$ cat config.mk
export PLATFORM = sky130hd
export DESIGN_NAME = gsensor_spi_slave
export DESIGN_NICKNAME = d
export VERILOG_FILES = /design/src/rtl/gsensor_spi_pkg.sv /design/src/rtl/spi_sync_edge.sv /design/src/rtl/gsensor_spi_slave.sv
export SDC_FILE = /design/constraint.sdc
export NUM_CORES = 1
export LEC_CHECK = 0
export BUFFER_PORTS_ARGS = -buffer_cell sky130_fd_sc_hd__buf_2
export CELL_PAD_IN_SITES_DETAIL_PLACEMENT = 1
export CELL_PAD_IN_SITES_GLOBAL_PLACEMENT = 1
export CORE_MARGIN = 1
export CORE_UTILIZATION = 50
export DETAILED_ROUTE_END_ITERATION = 16
export PLACE_DENSITY_LB_ADDON = 0.15
export SLEW_MARGIN = 25
export SYNTH_ARGS = -nofsm -noshare
export SYNTH_HDL_FRONTEND = slang
export SYNTH_SLANG_ARGS = --single-unit
$ cat constraint.sdc
create_clock -name clk_clk -period 5.75 [get_ports clk_clk]
set_input_delay 0.2875 -clock clk_clk [delete_from_list [all_inputs] [get_ports clk_clk]]
set_output_delay 0.2875 -clock clk_clk [all_outputs]
set_load 0.1 [all_outputs]
$ cat src/rtl/gsensor_spi_pkg.sv
// Shared constants and types for the G-sensor SPI slave.
package gsensor_spi_pkg;

    // Register map
    localparam logic [5:0] AddrDevid  = 6'h00;
    localparam logic [5:0] AddrDataX0 = 6'h32;
    localparam logic [5:0] AddrDataX1 = 6'h33;
    localparam logic [5:0] AddrDataY0 = 6'h34;
    localparam logic [5:0] AddrDataY1 = 6'h35;
    localparam logic [5:0] AddrDataZ0 = 6'h36;
    localparam logic [5:0] AddrDataZ1 = 6'h37;

    // Command byte layout: R/nW, multi-byte, start address
    localparam int unsigned CmdRnwBit  = 7;
    localparam int unsigned CmdMbBit   = 6;
    localparam int unsigned CmdAddrMsb = 5;

    typedef enum logic [1:0] {
        StIdle,
        StCmd,
        StData
    } spi_state_e;

    // Device ID and sample registers cannot be written over SPI.
    function automatic logic is_read_only(input logic [5:0] addr);
        return (addr == AddrDevid) || ((addr >= AddrDataX0) && (addr <= AddrDataZ1));
    endfunction

endpackage

$ cat src/rtl/spi_sync_edge.sv
// Multi-stage synchronizer with rise/fall detection on the synchronized value.
module spi_sync_edge #(
    parameter int unsigned STAGES    = 2,
    parameter logic        RESET_VAL = 1'b0
) (
    input  logic clk,
    input  logic rst_n,
    input  logic din,
    output logic dout,
    output logic rise,
    output logic fall
);

    logic [STAGES-1:0] sync_q;
    logic              prev_q;

    // Shift the pin through the synchronizer and remember the last synced value.
    always_ff @(posedge clk or negedge rst_n) begin
        if (!rst_n) begin
            sync_q <= {STAGES{RESET_VAL}};
            prev_q <= RESET_VAL;
        end else begin
            sync_q[0] <= din;
            for (int i = 1; i < int'(STAGES); i++) begin
                sync_q[i] <= sync_q[i-1];
            end
            prev_q <= sync_q[STAGES-1];
        end
    end

    assign dout = sync_q[STAGES-1];
    assign rise = dout & ~prev_q;
    assign fall = ~dout & prev_q;

endmodule

$ cat src/rtl/gsensor_spi_slave.sv
// SPI mode-3 register slave for a 3-axis G-sensor, oversampled on clk_clk.
module gsensor_spi_slave
    import gsensor_spi_pkg::*;
#(
    parameter logic [7:0]  DEVID       = 8'hE5,
    parameter int unsigned SYNC_STAGES = 2
) (
    input  logic        clk_clk,
    input  logic        reset_reset_n,
    input  logic        spi_cs_n,
    input  logic        spi_sclk,
    input  logic        spi_sdi,
    output logic        spi_sdo,
    output logic        spi_sdo_oe,
    input  logic [15:0] smp_x,
    input  logic [15:0] smp_y,
    input  logic [15:0] smp_z,
    input  logic        smp_valid,
    output logic        reg_wr,
    output logic [5:0]  reg_wr_addr,
    output logic [7:0]  reg_wr_data
);

    spi_state_e  state_q, state_d;
    logic        cs_n_s, cs_rise, cs_fall;
    logic        sclk_s, sclk_rise, sclk_fall;
    logic        sdi_s, sdi_rise, sdi_fall;
    logic        unused_sync;
    logic [2:0]  bit_cnt_q;
    logic [6:0]  rx_q;
    logic [7:0]  rx_byte, tx_q, rd_data;
    logic        rnw_q, mb_q;
    logic [5:0]  addr_q;
    logic [7:0]  regs_q [64];
    logic        pend_valid_q;
    logic [15:0] pend_x_q, pend_y_q, pend_z_q;
    logic [15:0] src_x, src_y, src_z;
    logic        byte_done, apply_new, apply_pend;

    // cs_n chain resets low so a pin held low across reset never looks like a fresh fall.
    spi_sync_edge #(.STAGES(SYNC_STAGES), .RESET_VAL(1'b0)) u_sync_cs (
        .clk(clk_clk), .rst_n(reset_reset_n), .din(spi_cs_n),
        .dout(cs_n_s), .rise(cs_rise), .fall(cs_fall)
    );
    spi_sync_edge #(.STAGES(SYNC_STAGES), .RESET_VAL(1'b1)) u_sync_sclk (
        .clk(clk_clk), .rst_n(reset_reset_n), .din(spi_sclk),
        .dout(sclk_s), .rise(sclk_rise), .fall(sclk_fall)
    );
    spi_sync_edge #(.STAGES(SYNC_STAGES), .RESET_VAL(1'b0)) u_sync_sdi (
        .clk(clk_clk), .rst_n(reset_reset_n), .din(spi_sdi),
        .dout(sdi_s), .rise(sdi_rise), .fall(sdi_fall)
    );

    assign unused_sync = ^{cs_n_s, sclk_s, sdi_rise, sdi_fall};

    assign rx_byte    = {rx_q, sdi_s};
    assign byte_done  = sclk_rise && (bit_cnt_q == 3'd7);
    assign rd_data    = (addr_q == AddrDevid) ? DEVID : regs_q[addr_q];
    // A sample arriving with cs_n rise is newer than anything pending, so it wins.
    assign apply_new  = smp_valid && ((state_q == StIdle) || cs_rise);
    assign apply_pend = cs_rise && pend_valid_q && !smp_valid;
    assign src_x      = apply_new ? smp_x : pend_x_q;
    assign src_y      = apply_new ? smp_y : pend_y_q;
    assign src_z      = apply_new ? smp_z : pend_z_q;

    // FSM state register.
    always_ff @(posedge clk_clk or negedge reset_reset_n) begin
        if (!reset_reset_n) state_q <= StIdle;
        else                state_q <= state_d;
    end

    // FSM next state: cs_n rise always wins.
    always_comb begin
        state_d = state_q;
        unique case (state_q)
            StIdle:  if (cs_fall) state_d = StCmd;
            StCmd:   if (cs_rise) state_d = StIdle;
                     else if (byte_done) state_d = StData;
            StData:  if (cs_rise) state_d = StIdle;
            default: state_d = StIdle;
        endcase
    end

    // Shift engine, register file, sample capture and write strobe.
    always_ff @(posedge clk_clk or negedge reset_reset_n) begin
        if (!reset_reset_n) begin
            bit_cnt_q    <= '0;
            rx_q         <= '0;
            tx_q         <= '0;
            rnw_q        <= 1'b0;
            mb_q         <= 1'b0;
            addr_q       <= '0;
            spi_sdo      <= 1'b0;
            spi_sdo_oe   <= 1'b0;
            reg_wr       <= 1'b0;
            reg_wr_addr  <= '0;
            reg_wr_data  <= '0;
            pend_valid_q <= 1'b0;
            pend_x_q     <= '0;
            pend_y_q     <= '0;
            pend_z_q     <= '0;
            for (int i = 0; i < 64; i++) regs_q[i] <= '0;
        end else begin
            reg_wr <= 1'b0;

            if (apply_new || apply_pend) begin
                regs_q[AddrDataX0] <= src_x[7:0];
                regs_q[AddrDataX1] <= src_x[15:8];
                regs_q[AddrDataY0] <= src_y[7:0];
                regs_q[AddrDataY1] <= src_y[15:8];
                regs_q[AddrDataZ0] <= src_z[7:0];
                regs_q[AddrDataZ1] <= src_z[15:8];
            end
            if (smp_valid && !apply_new) begin
                pend_valid_q <= 1'b1;
                pend_x_q     <= smp_x;
                pend_y_q     <= smp_y;
                pend_z_q     <= smp_z;
            end else if (cs_rise) begin
                pend_valid_q <= 1'b0;
            end

            if (cs_rise) begin
                spi_sdo_oe <= 1'b0;
                spi_sdo    <= 1'b0;
            end

            if ((state_q == StIdle) && cs_fall) bit_cnt_q <= '0;

            if ((state_q != StIdle) && !cs_rise) begin
                if (sclk_rise) begin
                    rx_q      <= rx_byte[6:0];
                    bit_cnt_q <= bit_cnt_q + 3'd1;
                end
                if (byte_done && (state_q == StCmd)) begin
                    rnw_q  <= rx_byte[CmdRnwBit];
                    mb_q   <= rx_byte[CmdMbBit];
                    addr_q <= rx_byte[CmdAddrMsb:0];
                end
                if (byte_done && (state_q == StData)) begin
                    if (!rnw_q && !is_read_only(addr_q)) begin
                        regs_q[addr_q] <= rx_byte;
                        reg_wr         <= 1'b1;
                        reg_wr_addr    <= addr_q;
                        reg_wr_data    <= rx_byte;
                    end
                    if (mb_q) addr_q <= addr_q + 6'd1;
                end
                // Reads: first fall of each byte fetches the register, later falls shift.
                if (sclk_fall && (state_q == StData) && rnw_q) begin
                    spi_sdo_oe <= 1'b1;
                    if (bit_cnt_q == 3'd0) begin
                        spi_sdo <= rd_data[7];
                        tx_q    <= {rd_data[6:0], 1'b0};
                    end else begin
                        spi_sdo <= tx_q[7];
                        tx_q    <= {tx_q[6:0], 1'b0};
                    end
                end
            end
        end
    end

endmodule

After elaboration in Yosys (flattened, before gate mapping)
Index checks and enable logic that the tools add are counted.
W data, S select, Z words.
{"block": "totals", "reg_bits": 614, "input_bits": 54, "out_inout_bits": 17, "word_cells": 176}
{"block": "classes", "n_addsub": 2, "magnitude_cmp": 4, "eq_ne": 6, "mux": 38, "bitwise_logic": 9, "reduce_logical": 32}
{"cell": "$bwmux W512", "count": 1}
{"cell": "$mux W112", "count": 3}
{"cell": "$bmux W8 S6", "count": 1}
{"cell": "$demux W8 S6", "count": 1}
{"cell": "$mux W16", "count": 3}
{"cell": "$mux W48", "count": 1}
{"cell": "$mux W8", "count": 5}
{"cell": "$mux W6", "count": 3}
{"cell": "$logic_and A1 B1 Y1", "count": 14}
{"cell": "$mux W1", "count": 12}
{"cell": "$mux W3", "count": 3}
{"cell": "$mux W2", "count": 4}
{"cell": "$ge A7 B7 Y1 const B", "count": 1}
{"cell": "$lt A7 B1 Y1 const B", "count": 1}
{"cell": "$not A6 Y7", "count": 1}
{"cell": "$add A6 B1 Y6 const B", "count": 1}
{"cell": "$ge A6 B6 Y1 const B", "count": 1}
{"cell": "$le A6 B6 Y1 const B", "count": 1}
{"cell": "$logic_not A6 Y1", "count": 1}
{"cell": "$pmux W2 S3", "count": 1}
{"cell": "$reduce_and A2 Y1", "count": 3}
{"cell": "$reduce_and A3 Y1", "count": 2}
{"cell": "$logic_not A1 Y1", "count": 5}
{"cell": "$and A1 B1 Y1", "count": 4}
{"cell": "11 further kinds", "count": 18}

Depth between registers and ports, before layout
{"block": "depth", "ltp_word": 10, "mapped_depth": 14, "mapped_depth_nobuf": 9}

Cells and area by module
A second synthesis with hierarchy kept.
{"block": "unflattened", "cells_unflattened": 2120, "hier_area_um2": 28107.0}
{"mod": "gsensor_spi_slave", "instances": 1, "cells_each": 2105, "area_each_um2": 27832.9, "seq_area_each_um2": 15139.5}
{"mod": "spi_sync_edge (u_sync_cs ...)", "instances": 2, "cells_each": 5, "area_each_um2": 90.1, "seq_area_each_um2": 75.1}
{"mod": "spi_sync_edge (u_sync_sclk)", "instances": 1, "cells_each": 5, "area_each_um2": 93.8, "seq_area_each_um2": 78.8}

Least setup slack after synthesis
Ideal clock, no wire load.
{"block": "synth_timing", "path_type": "register to register", "start": "reg addr_q[1]", "end": "reg regs_q[152] (netlist name)", "setup_time_ns": 0.125, "arrival_time_ns": 3.024, "t_required_ns": 5.625, "path_slack_ns": 2.601, "path_stages_with_launch": 15, "path_buffers": 7, "period_less_slack_ns": 3.149, "path_cell_list": "dfrtp_1 > buf_2 > inv_1 > buf_2 > buf_1 > clkbuf_1 > ha_1 > and4bb_4 > nand4bb_1 > buf_2 > buf_6 > buf_2 > nor2_1 > nand2_1 > mux2_2"}
{"block": "synth_via", "elab_chain_cells": 6}
{"element": "start, declared", "line": "gsensor_spi_slave.sv:33", "text": "logic [5:0] addr_q;"}
{"element": "start signal, assigned", "line": "gsensor_spi_slave.sv:138", "text": "addr_q <= rx_byte[CmdAddrMsb:0];"}
{"element": "start signal, assigned", "line": "gsensor_spi_slave.sv:147", "text": "if (mb_q) addr_q <= addr_q + 6'd1;"}
{"element": "$not A6 Y7 (not written as such) (tied with other cells)", "line": "gsensor_spi_slave.sv:142", "text": "regs_q[addr_q] <= rx_byte;"}
{"element": "$ge A7 B7 Y1 (not written as such) (tied with other cells)", "line": "gsensor_spi_slave.sv:142"}
{"element": "$logic_and A1 B1 Y1 (not written as such) / $logic_or A1 B1 Y1 (equally long branches)", "line": "gsensor_spi_slave.sv:142, gsensor_spi_pkg.sv:26"}
{"element": "$mux W8 (not written as such) / $logic_not A1 Y1 (equally long branches)", "line": "gsensor_spi_slave.sv:142, gsensor_spi_slave.sv:141"}
{"element": "$demux W8 S6 / $logic_and A1 B1 Y1 (equally long branches)", "line": "gsensor_spi_slave.sv:142, gsensor_spi_slave.sv:141"}
{"element": "$bwmux W512 / $reduce_and A3 Y1 (equally long branches)"}
{"element": "end signal, assigned by index", "line": "gsensor_spi_slave.sv:111", "text": "regs_q[AddrDataZ0] <= src_z[7:0];"}
{"element": "end signal, assigned by index", "line": "gsensor_spi_slave.sv:112", "text": "regs_q[AddrDataZ1] <= src_z[15:8];"}
{"element": "end signal, assigned by index", "line": "gsensor_spi_slave.sv:142"}
{"element": "end, declared", "line": "gsensor_spi_slave.sv:34", "text": "logic [7:0] regs_q [64];"}
Parallel ways exist; a longest one is shown, timed or not.
A chain may end at the register's enable or synchronous reset.

Worst setup path after layout
{"block": "layout_timing", "start": "reg addr_q[0]", "end": "reg regs_q[351] (netlist name)"}
Same word-level chain as after synthesis.

==> flow_summary.ini <==
[detailed_routing]
first_iter_violations = 1694
drt_wl_total_mm = 92.2
avgViaCountPerCell = 6.46
ant_nets = 0
route.detailed.drc = 0
firstDrtPassIters = 5
avgRoutedWirePerCell_um = 30.2
routed-via-count = 19729

[timing]
relSlewSlack = 0.269
fin_tns_setup_ns = 0
rsz0062_at_grt = false
drv_slew = 0
clock_skew_ns = 0.0325
setup_ws_ns = 1.73
hold_violations = 0
min_period_over_period = 0.699
period_minus_slack_ns = 4.02
fmax_mhz = 249
setup_viol = 0
worst_slew_pin_slew_ns = 1.09

[yosys]
yosysTopAreaCellShare = 0.541
ys_seq_area_frac = 0.544
ys.flop_type = dfrtp_1
syn_inst = 2181
synth_most_common_cell = dfrtp_1
avgSynthCellArea_um2 = 12.9
async_flop_share = 1.00
ys_types = 75
ys_top_cells_by_area = dfrtp_1, mux2_2, mux2i_1, a22oi_1, mux4_2
synth_common_cells = dfrtp_1, mux2_2, nand2_1
synth_edf_count = 0
syn_area_um2 = 28200
yosys.area.top_type = dfrtp_1
synth-seq-cells = 613
syn-num-nets = 2241
yosysWarningCount = 0

[global_route]
antenna_found_initial = 1
grt.overflow.total = 0
grt_pass1_vias = 21240
grt_max_degree = 179
track_usage = 0.334
grt_pass1_wl_mm = 141

[die]
dieWidth_um = 240
fp-row-count = 86
fp.dieArea_um2 = 57400
dieHeight_um = 240
initial_core_util = 0.509
io_pins = 71
core_um2 = 55400

[clocking]
clock_sinks = 613
numCtsBuffers = 68
clk_pin_slew_worst_paths_ns = 0.06
postCtsSetupRepairBufs = 0
htree_num_levels = 3
max-clock-path-buffers = 3
clk_latency_ns = 0.62
root_buffer = clkbuf_16
cts_tree = built

[critical_path]
startpoint_type = flip-flop
worstSetupStartpoint = addr_q[0]
cp_top_family = buffers and inverters
r2r_start = addr_q[0]
crit_required_ns = 6.25
timing.reg2reg.worst_path_depth = 8
critPathKind = flip-flop to flip-flop
worst-path-max-fanout = 40
worstPathArrival_ns = 4.52
path_buf_inv = 3
cpPeakStageDelay_ns = 0.86
path_cells = inv_1 > ha_1 > o311ai_1 > nand4bb_4 > clkinv_1 > buf_4 > nand3_1 > mux2_2
endpoint_kind = flip-flop
worst-path-stages = 8
slowest_stage = dfrtp_4

[power_and_ir_drop]
peakVddDrop_v = 0.000548
p_per_area_nw_per_um2 = 319
leakage_uw = 0.0151

[final_layout]
post-route-util = 0.579
fin_area_um2 = 32100
final_nets = 2318
area_growth_syn_to_layout_pct = 13.7
layout.cells.non_filler = 3055
drive_gt1_frac = 0.358

[flow_run]
drv_cap = 0

[placement]
numPortBuffers = 70
placed_area_um2 = 29300
gp_congestion = 0.918
dp.cells = 2883
hpwl_mm = 57.8
place_ws_ns = 1.44

[run_status]
outcome = completed

[worst_hold_path]
hp-class = input pin to asynchronous set/reset pin
[worst register-to-register path, cell delays in order, from the launching register on]
cell	delay, ns
dfrtp_4	0.86
inv_1	0.32
ha_1	0.28
o311ai_1	0.37
nand4bb_4	0.37
clkinv_1	0.24
buf_4	0.42
nand3_1	0.59
mux2_2	0.48
[path summary, 6_finish.rpt]
| check | endpoint | slack [ns] |
|---|---|---|
| worst max-delay path | regs_q[351] | 1.73 |
| worst min-delay path | regs_q[63] | 0.33 |
| worst max register to register | regs_q[351] | 1.73 |
| worst min register to register | u_sync_sdi.sync_q[1] | 0.36 |
| max in group asynchronous | regs_q[146] | 3.90 |
| min in group clk_clk | u_sync_sclk.sync_q[0] | 0.34 |
[repair_timing]
item / CTS / global route
setup endpoints to repair: 0 / 0
hold buffers: 52 / 0
hold endpoints to repair: 198 / 0
resized for setup: 0 / 0
[sequential cells by signal (all words and copies together), names as in the netlist]
register,flops
regs_q,512
pend_x_q,16
pend_y_q,16
pend_z_q,16
reg_wr_data,8
rx_q,7
tx_q,7
addr_q,6
reg_wr_addr,6
bit_cnt_q,3
state_q,2
u_sync_cs.sync_q,2
u_sync_sclk.sync_q,2
u_sync_sdi.sync_q,2
mb_q,1
pend_valid_q,1
reg_wr,1
rnw_q,1
spi_sdo,1
spi_sdo_oe,1
u_sync_cs.prev_q,1
u_sync_sclk.prev_q,1
[layout make-up]
class                   count  area [um^2]
inverters                   8         30.0
diodes                      1         2.50
fillers                  5356        23300
repair buffers            172         1330
well taps                 748          936
multi-input cells        1395        12200
clock buffers             108         2110
clock inverters            10          105
flip-flops and latches    613        15400
[power breakdown]
part | switching, uW | leakage [uW] | internal (uW) | total, uW
combinational | 883 | 0.00570 | 311 | 1190
clock | 1800 | 0.00109 | 2550 | 4360
sequential | 175 | 0.00827 | 4500 | 4680
[logic make-up after synthesis]
logic type / after synthesis / synth area share
simple gates: 336 / 0.0630
mux: 664 / 0.271
xor+xnor: 1 / 0.000310
fa+ha+maj: 6 / 0.00266
compound gates: 388 / 0.0931
buf+inv: 173 / 0.0263
flops: 613 / 0.544
[through the flow]
step,hold WS (ns),power [uW]
3_3_place_gp,0.344,5840
4_1_cts,0.313,10300
6_report,0.331,10200
2_1_floorplan,-0.00809,5290
3_5_place_dp,0.342,5890
5_1_grt,0.340,10500
[cell usage in the layout, fill, tap and decap left out, drive strengths merged, types with 7 or more instances in the layout]
| master | n |
|---|---|
| a22o | 16 |
| nor2b | 12 |
| dlygate4sd3 | 52 |
| nand2 | 118 |
| buf | 120 |
| a21oi | 85 |
| nand2b | 7 |
| mux2i | 113 |
| a22oi | 69 |
| inv | 8 |
| clkbuf | 108 |
| nor3 | 34 |
| mux2 | 529 |
| a31oi | 10 |
| clkinv | 9 |
| o21ai | 69 |
| o22ai | 33 |
| a221oi | 44 |
| nor2 | 89 |
| and2 | 9 |
| dfrtp | 610 |
| mux4 | 22 |
| nand3 | 35 |
[routing by layer]
| metal | share of wire | global-route usage | vias to the layer above |
|---|---|---|---|
| met5 | 0 | 0 | - |
| met4 | 0.042 | 0.137 | 0 |
| met3 | 0.064 | 0.0656 | 224 |
| met2 | 0.47 | 0.521 | 745 |
| met1 | 0.43 | 0.456 | 10550 |
| li1 | - | - | 8210 |
No activity file was read; power rests on OpenSTA's default activity.
